$ cat src/rtl/leak_key_recover_pkg.sv
// leak_pkg: shared widths, FSM states, row type and key bit indexing for leak_key_recover
package leak_pkg;
  localparam int PW = 8;
  localparam int NK = 8;
  localparam int KW = $clog2(PW);
  typedef enum logic [2:0] {S_IDLE, S_COLLECT, S_REDUCE, S_BACKSUB, S_DONE} state_t;
  typedef struct packed {
    logic [PW-1:0] p;
    logic [NK-1:0] r;
  } row_t;
  function automatic int key_index(int j, int k);
    return PW * j + k;
  endfunction
endpackage

$ cat src/rtl/leak_key_recover_if.sv
// leak_key_recover_if: observation handshake in, status and recovered key out; master drives observations, slave is the solver
interface leak_key_recover_if;
  import leak_pkg::*;
  logic start;
  logic obs_valid;
  logic obs_ready;
  logic [PW-1:0] obs_probe;
  logic [NK-1:0] obs_bits;
  logic busy;
  logic [3:0] rank;
  logic [7:0] dep_count;
  logic inconsistent;
  logic key_valid;
  logic [PW*NK-1:0] key_out;
  modport master(output start, obs_valid, obs_probe, obs_bits,
                 input obs_ready, busy, rank, dep_count, inconsistent, key_valid, key_out);
  modport slave(input start, obs_valid, obs_probe, obs_bits,
                output obs_ready, busy, rank, dep_count, inconsistent, key_valid, key_out);
endinterface

$ cat src/rtl/leak_key_recover_row_reduce.sv
// gf2_row_reduce: out = base XOR every rows[i] selected by mask (combinational)
module gf2_row_reduce
  import leak_pkg::*;
(
  input  row_t          base,
  input  row_t          rows [PW],
  input  logic [PW-1:0] mask,
  output row_t          out
);
  always_comb begin
    out = base;
    for (int i = 0; i < PW; i++) out = mask[i] ? row_t'(out ^ rows[i]) : out;
  end
endmodule

$ cat src/rtl/leak_key_recover.sv
// leak_key_recover: GF(2) Gaussian elimination of parity leaks into round-key low bytes; ports clk, rst, bus (observations in; ready/busy/rank/dep_count/inconsistent/key out)
module leak_key_recover
  import leak_pkg::*;
(
  input logic clk,
  input logic rst,
  leak_key_recover_if.slave bus
);
  state_t st;
  row_t basis [PW];
  row_t cur, base, red;
  logic [PW-1:0] bv, mask, low;
  logic [KW-1:0] k;
  logic [3:0] rank;
  logic [7:0] dep;
  logic inc, hit;
  logic [PW*NK-1:0] key;
  assign hit = cur.p[k];
  assign low = (PW'(1) << k) - PW'(1);
  assign base = st == S_BACKSUB ? basis[k] : cur;
  assign mask = st == S_BACKSUB ? basis[k].p & low : (hit && bv[k]) ? PW'(1) << k : '0;
  gf2_row_reduce u_red (.base(base), .rows(basis), .mask(mask), .out(red));
  always_ff @(posedge clk) begin
    if (rst) begin
      st <= S_IDLE;
      bv <= '0;
      rank <= '0;
      dep <= '0;
      inc <= 1'b0;
      k <= '0;
      cur <= '0;
    end else begin
      case (st)
        S_IDLE, S_DONE: if (bus.start) begin
          st <= S_COLLECT;
          bv <= '0;
          rank <= '0;
          dep <= '0;
          inc <= 1'b0;
        end
        S_COLLECT: if (bus.obs_valid) begin
          cur <= {bus.obs_probe, bus.obs_bits};
          k <= KW'(PW - 1);
          st <= S_REDUCE;
        end
        S_REDUCE: if (hit && !bv[k]) begin
          basis[k] <= cur;
          bv[k] <= 1'b1;
          rank <= rank + 4'd1;
          k <= KW'(1);
          st <= rank == 4'(PW - 1) ? S_BACKSUB : S_COLLECT;
        end else if (k == '0) begin
          dep <= dep == 8'hff ? dep : dep + 8'd1;
          inc <= inc | (red.r != '0);
          st <= S_COLLECT;
        end else begin
          cur <= red;
          k <= k - KW'(1);
        end
        S_BACKSUB: begin
          basis[k] <= red;
          k <= k + KW'(1);
          st <= k == KW'(PW - 1) ? S_DONE : S_BACKSUB;
        end
        default: st <= S_IDLE;
      endcase
    end
  end
  always_comb begin
    key = '0;
    for (int j = 0; j < NK; j++)
      for (int i = 0; i < PW; i++) key[key_index(j, i)] = basis[i].r[j] & (st == S_DONE);
  end
  assign bus.obs_ready = st == S_COLLECT;
  assign bus.busy = st inside {S_COLLECT, S_REDUCE, S_BACKSUB};
  assign bus.key_valid = st == S_DONE;
  assign bus.rank = rank;
  assign bus.dep_count = dep;
  assign bus.inconsistent = inc;
  assign bus.key_out = key;
endmodule

$ cat src/flat_wrapper.sv
// flat-port wrapper written by rule: the top's interface ports become plain ports
module leak_key_recover_flat import leak_pkg::*;
  (clk, rst, bus_start, bus_obs_valid, bus_obs_probe, bus_obs_bits, bus_obs_ready, bus_busy, bus_rank, bus_dep_count, bus_inconsistent, bus_key_valid, bus_key_out);
  leak_key_recover_if bus_i ();
  input logic clk;
  input logic rst;
  input wire logic [$bits(bus_i.start)-1:0] bus_start;
  input wire logic [$bits(bus_i.obs_valid)-1:0] bus_obs_valid;
  input wire logic [$bits(bus_i.obs_probe)-1:0] bus_obs_probe;
  input wire logic [$bits(bus_i.obs_bits)-1:0] bus_obs_bits;
  output wire logic [$bits(bus_i.obs_ready)-1:0] bus_obs_ready;
  output wire logic [$bits(bus_i.busy)-1:0] bus_busy;
  output wire logic [$bits(bus_i.rank)-1:0] bus_rank;
  output wire logic [$bits(bus_i.dep_count)-1:0] bus_dep_count;
  output wire logic [$bits(bus_i.inconsistent)-1:0] bus_inconsistent;
  output wire logic [$bits(bus_i.key_valid)-1:0] bus_key_valid;
  output wire logic [$bits(bus_i.key_out)-1:0] bus_key_out;
  assign bus_i.start = bus_start;
  assign bus_i.obs_valid = bus_obs_valid;
  assign bus_i.obs_probe = bus_obs_probe;
  assign bus_i.obs_bits = bus_obs_bits;
  assign bus_obs_ready = bus_i.obs_ready;
  assign bus_busy = bus_i.busy;
  assign bus_rank = bus_i.rank;
  assign bus_dep_count = bus_i.dep_count;
  assign bus_inconsistent = bus_i.inconsistent;
  assign bus_key_valid = bus_i.key_valid;
  assign bus_key_out = bus_i.key_out;
  leak_key_recover u_core (.clk(clk), .rst(rst), .bus(bus_i));
endmodule
$ cat config.mk
export PLATFORM = sky130hd
export DESIGN_NAME = leak_key_recover_flat
export DESIGN_NICKNAME = d
export VERILOG_FILES = /design/src/rtl/leak_key_recover_pkg.sv /design/src/rtl/leak_key_recover_if.sv /design/src/rtl/leak_key_recover_row_reduce.sv /design/src/rtl/leak_key_recover.sv /design/src/flat_wrapper.sv
export SDC_FILE = /design/constraint.sdc
export NUM_CORES = 1
export LEC_CHECK = 0
export CAP_MARGIN = 5
export CORE_ASPECT_RATIO = 1.1
export CORE_MARGIN = 2
export CORE_UTILIZATION = 63
export DETAILED_ROUTE_END_ITERATION = 8
export MAX_ROUTING_LAYER = met4
export PLACE_DENSITY = 0.87
export SYNTH_ARGS = -nofsm -noshare
export SYNTH_HDL_FRONTEND = slang
export SYNTH_HIERARCHICAL = 1
export SYNTH_SLANG_ARGS = --single-unit
$ cat constraint.sdc
create_clock -name clk -period 10.8 [get_ports clk]
set_input_delay 2.16 -clock clk [delete_from_list [all_inputs] [get_ports clk]]
set_output_delay 2.16 -clock clk [all_outputs]
set_load 0.03 [all_outputs]
==> impl_metrics.toml, run 1 <==
[placement]
place.gp.congestion = 1.01
portBuffers = 99
dp_hpwl_mm = 20.8

[grt]
antenna_found_initial = 0
grt_max_degree = 74
grt_pass1_vias = 9263
grt_overflow_total = 0
grtUsageTotal = 0.404
grt_pass1_wl_mm = 52.6

[synth]
synthDominantCellAreaShare = 0.372
seq_area_frac_synth = 0.455
ys_top_cells_by_area = "edfxtp_1 37%, dfxtp_1 8.3%, nand2_1 7.1%, xnor2_1 6.4%, nor2_1 5.5%"
syn_area_um2 = 10300
synth_edf_count = 128
synth_most_common_cell = "nand2_1"
synthCells = 1080
syn_avg_cell_area_um2 = 9.56
synth-seq-cells = 171
synth_common_cells = "196 x nand2_1, 150 x nor2_1, 128 x edfxtp_1, 76 x xnor2_1, 67 x and3_1"
synth_area_leader_cell = "edfxtp_1"
async_flop_share = 0
ys.flop_type = "edfxtp_1"
synth_fp_nets = 1110
yosys_warnings = 6
ys_types = 71

[critical_path]
r2r_end = "u_core/bus.inconsistent$_SDFFE_PP0P_"
reg2reg_depth = 17
regToRegSetupSlack_ns = 4.89
timing.rr.start = "u_core/k[0]$_SDFFE_PP0P_"
crit_required_ns = 11.18
critPathLaunch = "u_core/k[0]$_SDFFE_PP0P_"
cp-end-kind = "flip-flop"
critPathKind = "reg2reg"
path_max_fanout = 20
cp.arrival_ns = 6.29
start_kind = "flip-flop"
endpoint = "u_core/bus.inconsistent$_SDFFE_PP0P_"

[timing]
maxSlewViolCount = 0
worst_hold_slack_ns = 0.457
final_hold_viol_count = 0
maxSlewHeadroom = 0.211
clock.fmax_mhz = 169
worst_pin_slew_ns = 1.18
period_share = 0.547
finalClockSkew_ns = 0.0151
tns_ns = 0
rsz0062_at_grt = "no"
setup_viol = 0
layout_min_cycle_time_ns = 5.91

[floorplanning]
fp.dieH_um = 138
initial_core_util = 0.638
num_rows = 49
die_w_um = 126
ioPinCount = 100
die-area_um2 = 17400
core_area_um2 = 16200

[flow_run]
cap_violations = 0

[routing]
wl_met1_mm = 11.6
drc_errors = 0
drt-initial-drc-count = 1552
via_count = 9547
post_drt_wl_per_cell_um = 25.2
drt_first_pass_iters = 6
viasPerCell = 6.98
antenna_left = 0
dr.max_layer_used = "met4"
wl_met3_mm = 4.89
finalWirelength_mm = 34.4
wl_met2_mm = 15.5

[power_and_ir_drop]
leakage_nw = 4.52
combPwrFrac = 0.176
powerDensity_nw_per_um2 = 139
total_power_mw = 1.67
intPower_mw = 1.18
seqPwrFrac = 0.440
p_sw_mw = 0.490
swShare = 0.293
pwr-share-clk = 0.384
ir_drop_uv = 120

[cells_and_area]
diodes = 0
area_growth_syn_to_layout_pct = 17.0
drive_above_1_share = 0.0747
nets = 1181

[clock_tree]
cts_made_buffers = 17
clock_sinks = 171
cts_tree = "done"
cts_resized = 0
holdBufCountCts = 0
clockBufferDepth = 2
post_cts_buffers = 0
cts_root_buffer = "clkbuf_16"
cts.clk_slew.worst_paths_ns = 0.07
clock_latency_ns = 0.44
h-tree-depth = 4

[run_status]
run_status = "complete, no violations"

[worst_hold_path]
whs_path_depth = 2
min_path_type = "reg2reg"
-- power by group through the flow --
stage                     Clock [mW]  Combinational [mW]  Sequential, mW
after CTS                      0.643               0.282           0.735
after detailed placement           0               0.278           0.749
final                          0.643               0.295           0.736
after global placement             0               0.271           0.748
after floorplan                    0               0.202           0.734
after global routing           0.670               0.307           0.737
-- cells by family (layout without fill, tap and decap cells) --
family / after synthesis / count (layout) / share of synthesized area
simple gates: 497 / 497 / 0.215
compound gates: 176 / 176 / 0.126
flops: 171 / 171 / 0.455
xor+xnor: 114 / 114 / 0.121
buf+inv: 87 / 171 / 0.0396
mux: 25 / 25 / 0.0309
fa+ha+maj: 10 / 10 / 0.0121
-- registers in the layout, summed over array words and instances (netlist names) --
name                     cells
u_core/k                     3
u_core/basis               128
u_core/st                    3
u_core/cur                  16
u_core/bus.rank              4
u_core/bv                    8
u_core/bus.inconsistent      1
u_core/bus.dep_count         8
-- cell type report --
cell class,instances,area [um2]
Sequential cell,171,4700
Fill cell,1135,4100
Clock inverter,15,184
Timing Repair Buffer,132,1240
Tap cell,204,255
Multi-Input combinational cell,822,5250
Clock buffer,17,425
Inverter,7,26.3
-- how the worst min path moves through the flow --
stage,slack [ns],from,endpoint
final,0.46,u_core/bv[0]$_SDFFE_PP0P_,u_core/bv[0]$_SDFFE_PP0P_
after global routing,0.49,u_core/bv[1]$_SDFFE_PP0P_,u_core/bv[1]$_SDFFE_PP0P_
after CTS,0.46,u_core/bv[1]$_SDFFE_PP0P_,u_core/bv[1]$_SDFFE_PP0P_
after detailed placement,0.44,u_core/bv[1]$_SDFFE_PP0P_,u_core/bv[1]$_SDFFE_PP0P_
after global placement,0.43,u_core/bv[2]$_SDFFE_PP0P_,u_core/bv[2]$_SDFFE_PP0P_
after floorplan,0.42,u_core/bv[2]$_SDFFE_PP0P_,u_core/bv[2]$_SDFFE_PP0P_
-- through the flow --
step	setup slack, ns	std cells	utilization	instance area (um2)
after floorplan	7.08	1080	-	10300
after global placement	5.57	1336	0.709	11500
after detailed placement	5.36	1336	0.709	11500
after CTS	5.22	1368	0.747	12100
after global routing	4.74	1368	0.747	12100
final	4.89	1368	0.747	12100
-- metal layers --
metal | track usage | vias to the layer above
li1 | - | 4000
met1 | 0.494 | 4435
met2 | 0.612 | 877
met3 | 0.0952 | 235
met4 | 0.237 | 0
met5 | - | -
-- layout by cell type (no fill, tap or decap), types with 7 or more instances in the layout --
cell / count
and3_1: 67
nor2_1: 149
nor3_1: 22
buf_4: 33
xnor3_1: 16
nand2b_1: 7
a22oi_1: 64
a21oi_1: 14
nand2_1: 195
a41o_1: 7
a41oi_1: 10
dfxtp_1: 43
a311oi_1: 17
mux2i_1: 18
xor2_1: 18
nor2b_1: 7
ha_1: 10
xnor2_1: 76
clkbuf_16: 17
clkdlybuf4s50_1: 99
edfxtp_1: 128
a21o_1: 12
o21ai_0: 19
nand3_1: 19
-- worst max-delay path, cell delays in order (launching register included) --
cell and delay, ns:
dfxtp_1 0.90, clkinv_1 0.47, ha_1 0.41, nor2b_1 0.22, inv_1 0.29, ha_1 0.24, nand2b_1 0.13, nor2_1 0.11
a2bb2oi_1 0.07, o22ai_1 0.66, buf_4 0.37, nand2_1 0.10, xnor2_1 0.24, xnor3_1 0.28, xnor2_1 0.44, nor4_1 0.09
a2111oi_0 0.63, o21a_1 0.18
Power figures use the tool's default switching activity.
==> run 2, diff against run 1 <==
- CORE_UTILIZATION: 63 -> 53
- PLACE_DENSITY: 0.87 -> 0.78
- clock period: 10.8 -> 5.2 ns (I/O delays scaled with it)
==> impl_metrics.toml, run 2 (synthesis results as in run 1) <==
[cells_and_area]
final_common_cell = "nand2_1"
drive_above_1_share = 0.0858
reg_top3 = "u_core/basis: 128 flops, u_core/cur: 16 flops"
largest_reg_flops = 128
area_growth_syn_to_layout_pct = 18.4
fin_cells = 1425
regMostFlops = "u_core/basis"
nets = 1194
fill_cells = 1581
final_cell_area_um2 = 12200
utilization = 0.640
mostFrequentLayoutCells = "195 x nand2_1, 149 x nor2_1, 128 x edfxtp_1"

[timing]
tns_ns = 0
setup_viol = 0
period_share = 0.956
worst_pin_slew_ns = 1.38
finalClockSkew_ns = 0.00836
maxSlewHeadroom = 0.0749
final_hold_viol_count = 0
maxSlewViolCount = 0
rsz0062_at_grt = "no"
final.setup.worst_slack_ns = 0.229
clock.fmax_mhz = 201
layout_min_cycle_time_ns = 4.97

[critical_path]
regToRegSetupSlack_ns = 0.23
crit_cells = 14
critPathKind = "reg2reg"
start_kind = "flip-flop"
cp.arrival_ns = 5.30
endpoint = "u_core/bus.inconsistent$_SDFFE_PP0P_"
crit_chain = "buf_4 -> and3b_1 -> buf_4 -> a22oi_1 -> a41o_1 -> nor3b_1 -> a21o_1 -> nand2_1 -> xnor2_1 -> xnor3_1 -> xnor2_1 -> nor4_1 -> a2111oi_0 -> o21a_1"
reg2reg_depth = 14
critPathLaunch = "u_core/k[1]$_SDFFE_PP0P_"
cp_num_buf_inv = 2
cp_top_family = "simple AND/OR/NAND/NOR gates"
crit_required_ns = 5.53
critPathMaxStageDelay_ns = 0.69
cp-end-kind = "flip-flop"
timing.rr.start = "u_core/k[1]$_SDFFE_PP0P_"
path_max_fanout = 19
r2r_end = "u_core/bus.inconsistent$_SDFFE_PP0P_"
slowest_stage = "and3b_1"

[clock_tree]
holdBufCountCts = 0
cts_tree = "done"
cts_resized = 0
cts.clk_slew.worst_paths_ns = 0.06
clock_sinks = 171
cts_root_buffer = "clkbuf_16"
clockBufferDepth = 2
cts_made_buffers = 17
post_cts_buffers = 0
clock_latency_ns = 0.44
h-tree-depth = 4

[grt]
antenna_found_initial = 1
grt_pass1_vias = 8829
grtUsageTotal = 0.359
grt_pass1_wl_mm = 52.5
grt_max_degree = 73
grt_overflow_total = 0

[floorplanning]
die-area_um2 = 20600
core_area_um2 = 19100
num_rows = 53
ioPinCount = 100
initial_core_util = 0.541
die_w_um = 137
fp.dieH_um = 150

[routing]
drc_errors = 2
post_drt_wl_per_cell_um = 24.9
drt_first_pass_iters = 8
drt-initial-drc-count = 1338
via_count = 9348
finalWirelength_mm = 35.5
viasPerCell = 6.56
antenna_left = 0

[placement]
preCtsSetupSlack_ns = 0.475
placed_cells = 1392
placed_area_um2 = 11600
place.gp.congestion = 0.956
dp_hpwl_mm = 22.8
portBuffers = 99

[worst_hold_path]
min_path_type = "reg2reg"

[run_status]
failed_checks = "design-rule violations"
run_status = "complete, but fails checks"

[power_and_ir_drop]
ir_drop_uv = 254
leakage_nw = 4.59
powerDensity_nw_per_um2 = 283

[flow_run]
cap_violations = 0
[run 2: tightest hold or removal path: stages, from the launching register on]
cell and delay [ns]:
dfxtp_1 0.32, nand2_1 0.04, o21ai_0 0.06
[run 2: worst min path at each step]
stage | from | cells past startpoint | end
after floorplan | u_core/bv[2]$_SDFFE_PP0P_ | 2 | u_core/bv[2]$_SDFFE_PP0P_
after global placement | u_core/bv[6]$_SDFFE_PP0P_ | 2 | u_core/bv[6]$_SDFFE_PP0P_
after detailed placement | u_core/bv[6]$_SDFFE_PP0P_ | 2 | u_core/bv[6]$_SDFFE_PP0P_
after CTS | u_core/bv[6]$_SDFFE_PP0P_ | 2 | u_core/bv[6]$_SDFFE_PP0P_
after global routing | u_core/bv[7]$_SDFFE_PP0P_ | 2 | u_core/bv[7]$_SDFFE_PP0P_
final | u_core/bv[6]$_SDFFE_PP0P_ | 2 | u_core/bv[6]$_SDFFE_PP0P_
[run 2: area by class of cell]
type	count	area [um2]	area share
Antenna cell	1	2.50	0.000205
Clock buffer	18	439	0.0359
Clock inverter	14	159	0.0130
Inverter	7	26.3	0.00215
Multi-Input combinational cell	822	5250	0.429
Sequential cell	171	4700	0.385
Tap cell	247	309	0.0253
Timing Repair Buffer	145	1340	0.109
[run 2: per-layer routing]
layer / vias to the layer above / share of wire / track usage
met4: 0 / 0.063 / 0.211
li1: 4020 / - / -
met3: 181 / 0.12 / 0.0747
met2: 762 / 0.45 / 0.545
met1: 4385 / 0.36 / 0.444
met5: - / 0 / -
[run 2: metrics by stage]
| step | power (mW) | hold slack, ns |
|---|---|---|
| 3_5_place_dp | 2.16 | 0.442 |
| 4_1_cts | 3.44 | 0.456 |
| 6_report | 3.46 | 0.453 |
| 3_3_place_gp | 2.15 | 0.431 |
| 2_1_floorplan | 1.94 | 0.420 |
| 5_1_grt | 3.55 | 0.489 |
[run 2: power breakdown]
part | switching [mW] | internal, mW
clock | 0.576 | 0.731
combinational | 0.420 | 0.226
sequential | 0.0308 | 1.48
==> run 3, diff against run 2 <==
- CAP_MARGIN: 5 -> unset
- CORE_UTILIZATION: 53 -> 35
- GPL_ROUTABILITY_DRIVEN: unset -> 1
- PLACE_DENSITY: 0.78 -> unset
==> impl_metrics.toml, run 3 (synthesis results as in run 1) <==
[run_status]
run_status = "complete, no violations"

[floorplanning]
die-area_um2 = 30900
initial_core_util = 0.358
core_area_um2 = 28900
num_rows = 65
die_w_um = 168
ioPinCount = 100
fp.dieH_um = 184

[power_and_ir_drop]
total_power_mw = 3.47
swShare = 0.311
leakage_nw = 4.63
combPwrFrac = 0.186
pwr-share-clk = 0.380
powerDensity_nw_per_um2 = 280
seqPwrFrac = 0.434
ir_drop_uv = 278
p_sw_mw = 1.08
intPower_mw = 2.39

[critical_path]
cp-end-kind = "flip-flop"
critPathKind = "reg2reg"
critPathMaxStageDelay_ns = 0.76
crit_required_ns = 5.58
cp.arrival_ns = 5.18
slowest_stage = "dfxtp_1"
crit_chain = "nor3b_2 -> buf_4 -> a22oi_1 -> a41o_1 -> nor3b_1 -> a21o_1 -> nand2_1 -> xnor2_1 -> xnor3_1 -> xnor2_1 -> nor4_1 -> a2111oi_0 -> o21a_1"
regToRegSetupSlack_ns = 0.41
path_max_fanout = 18
cp_common_cell = "xnor2_1"
start_kind = "flip-flop"

[cells_and_area]
largest_reg_flops = 128
diodes = 0
reg_top3 = "u_core/basis: 128 flops, u_core/cur: 16 flops"
mostFrequentLayoutCells = "195 x nand2_1, 149 x nor2_1, 128 x edfxtp_1"
drive_above_1_share = 0.0913
fin_cells = 1551
final_common_cell = "nand2_1"
area_growth_syn_to_layout_pct = 20.3
final_cell_area_um2 = 12400
nets = 1200
regMostFlops = "u_core/basis"

[grt]
grt_pass1_vias = 8554
grt_max_degree = 73
grtUsageTotal = 0.242
antenna_found_initial = 0
grt_pass1_wl_mm = 53.9
grt_overflow_total = 0

[placement]
portBuffers = 99
dp_hpwl_mm = 23.7
placed_cells = 1519
placed_area_um2 = 11800
place.gp.congestion = 0.893

[routing]
via_count = 9123
drc_errors = 0
drt_first_pass_iters = 6
viasPerCell = 5.88
post_drt_wl_per_cell_um = 23.7
antenna_left = 0
dr.max_layer_used = "met4"
wl_met3_mm = 3.46
wl_met1_mm = 15.5
drt-initial-drc-count = 1057
finalWirelength_mm = 36.7
wl_met2_mm = 16.5

[timing]
maxSlewHeadroom = 0.203
worst_hold_slack_ns = 0.458
worst_pin_slew_ns = 1.19
final_hold_viol_count = 0
maxSlewViolCount = 0
tns_ns = 0
finalClockSkew_ns = 0.0187
layout_min_cycle_time_ns = 4.79
setup_viol = 0
clock.fmax_mhz = 209
rsz0062_at_grt = "no"
period_share = 0.922

[clock_tree]
cts.clk_slew.worst_paths_ns = 0.07
post_cts_buffers = 0
cts_root_buffer = "clkbuf_16"
h-tree-depth = 4
clock_latency_ns = 0.45
holdBufCountCts = 0
cts_made_buffers = 17
cts_tree = "done"
clock_sinks = 171
cts_resized = 0
clockBufferDepth = 2

[flow_run]
cap_violations = 0

[worst_hold_path]
min_path_type = "reg2reg"
-- run 3: worst max-delay path, delay by kind of cell, from the launching register on --
family | cells | cell delay [ns]
DFF | 1 | 0.76
and+or+nand+nor | 4 | 0.87
AOI/OAI and AO/OA | 5 | 1.64
buffers and inverters | 1 | 0.32
xor gates and xnor gates | 3 | 1.15
-- run 3: area by class of cell --
type	instances	area [um2]
clock inverters	15	173
fillers	2790	16400
inverters	7	26.3
flip-flops and latches	171	4710
multi-input cells	822	5260
repair buffers	151	1380
well taps	368	460
clock buffers	17	425
-- run 3: path summary, 6_finish.rpt --
path / from / endpoint / cells past startpoint
hold / removal: u_core/bv[0]$_SDFFE_PP0P_ / u_core/bv[0]$_SDFFE_PP0P_ / 2
hold reg to reg: u_core/bv[0]$_SDFFE_PP0P_ / u_core/bv[0]$_SDFFE_PP0P_ / 2
setup reg to reg: u_core/k[2]$_SDFFE_PP0P_ / u_core/bus.inconsistent$_SDFFE_PP0P_ / 13
setup / recovery: u_core/k[2]$_SDFFE_PP0P_ / u_core/bus.inconsistent$_SDFFE_PP0P_ / 13
-- run 3: power by group through the flow --
stage          Sequential [mW]  Clock [mW]  Combinational (mW)
2_1_floorplan             1.52           0               0.420
4_1_cts                   1.51        1.33               0.634
5_1_grt                   1.51        1.39               0.687
3_3_place_gp              1.54           0               0.624
6_report                  1.51        1.32               0.646
3_5_place_dp              1.54           0               0.632
-- run 3: stage by stage --
stage	utilization	setup slack [ns]
floorplan	-	1.50
detailed placement	0.410	0.624
finish	0.430	0.406
CTS	0.430	0.519
global route	0.430	0.169
global placement	0.410	0.724
-- run 3: per-layer routing --
layer	vias up	track usage
met2	568	0.368
met1	4429	0.326
met4	0	0.0957
met3	93	0.0371
met5	-	-
li1	4033	-
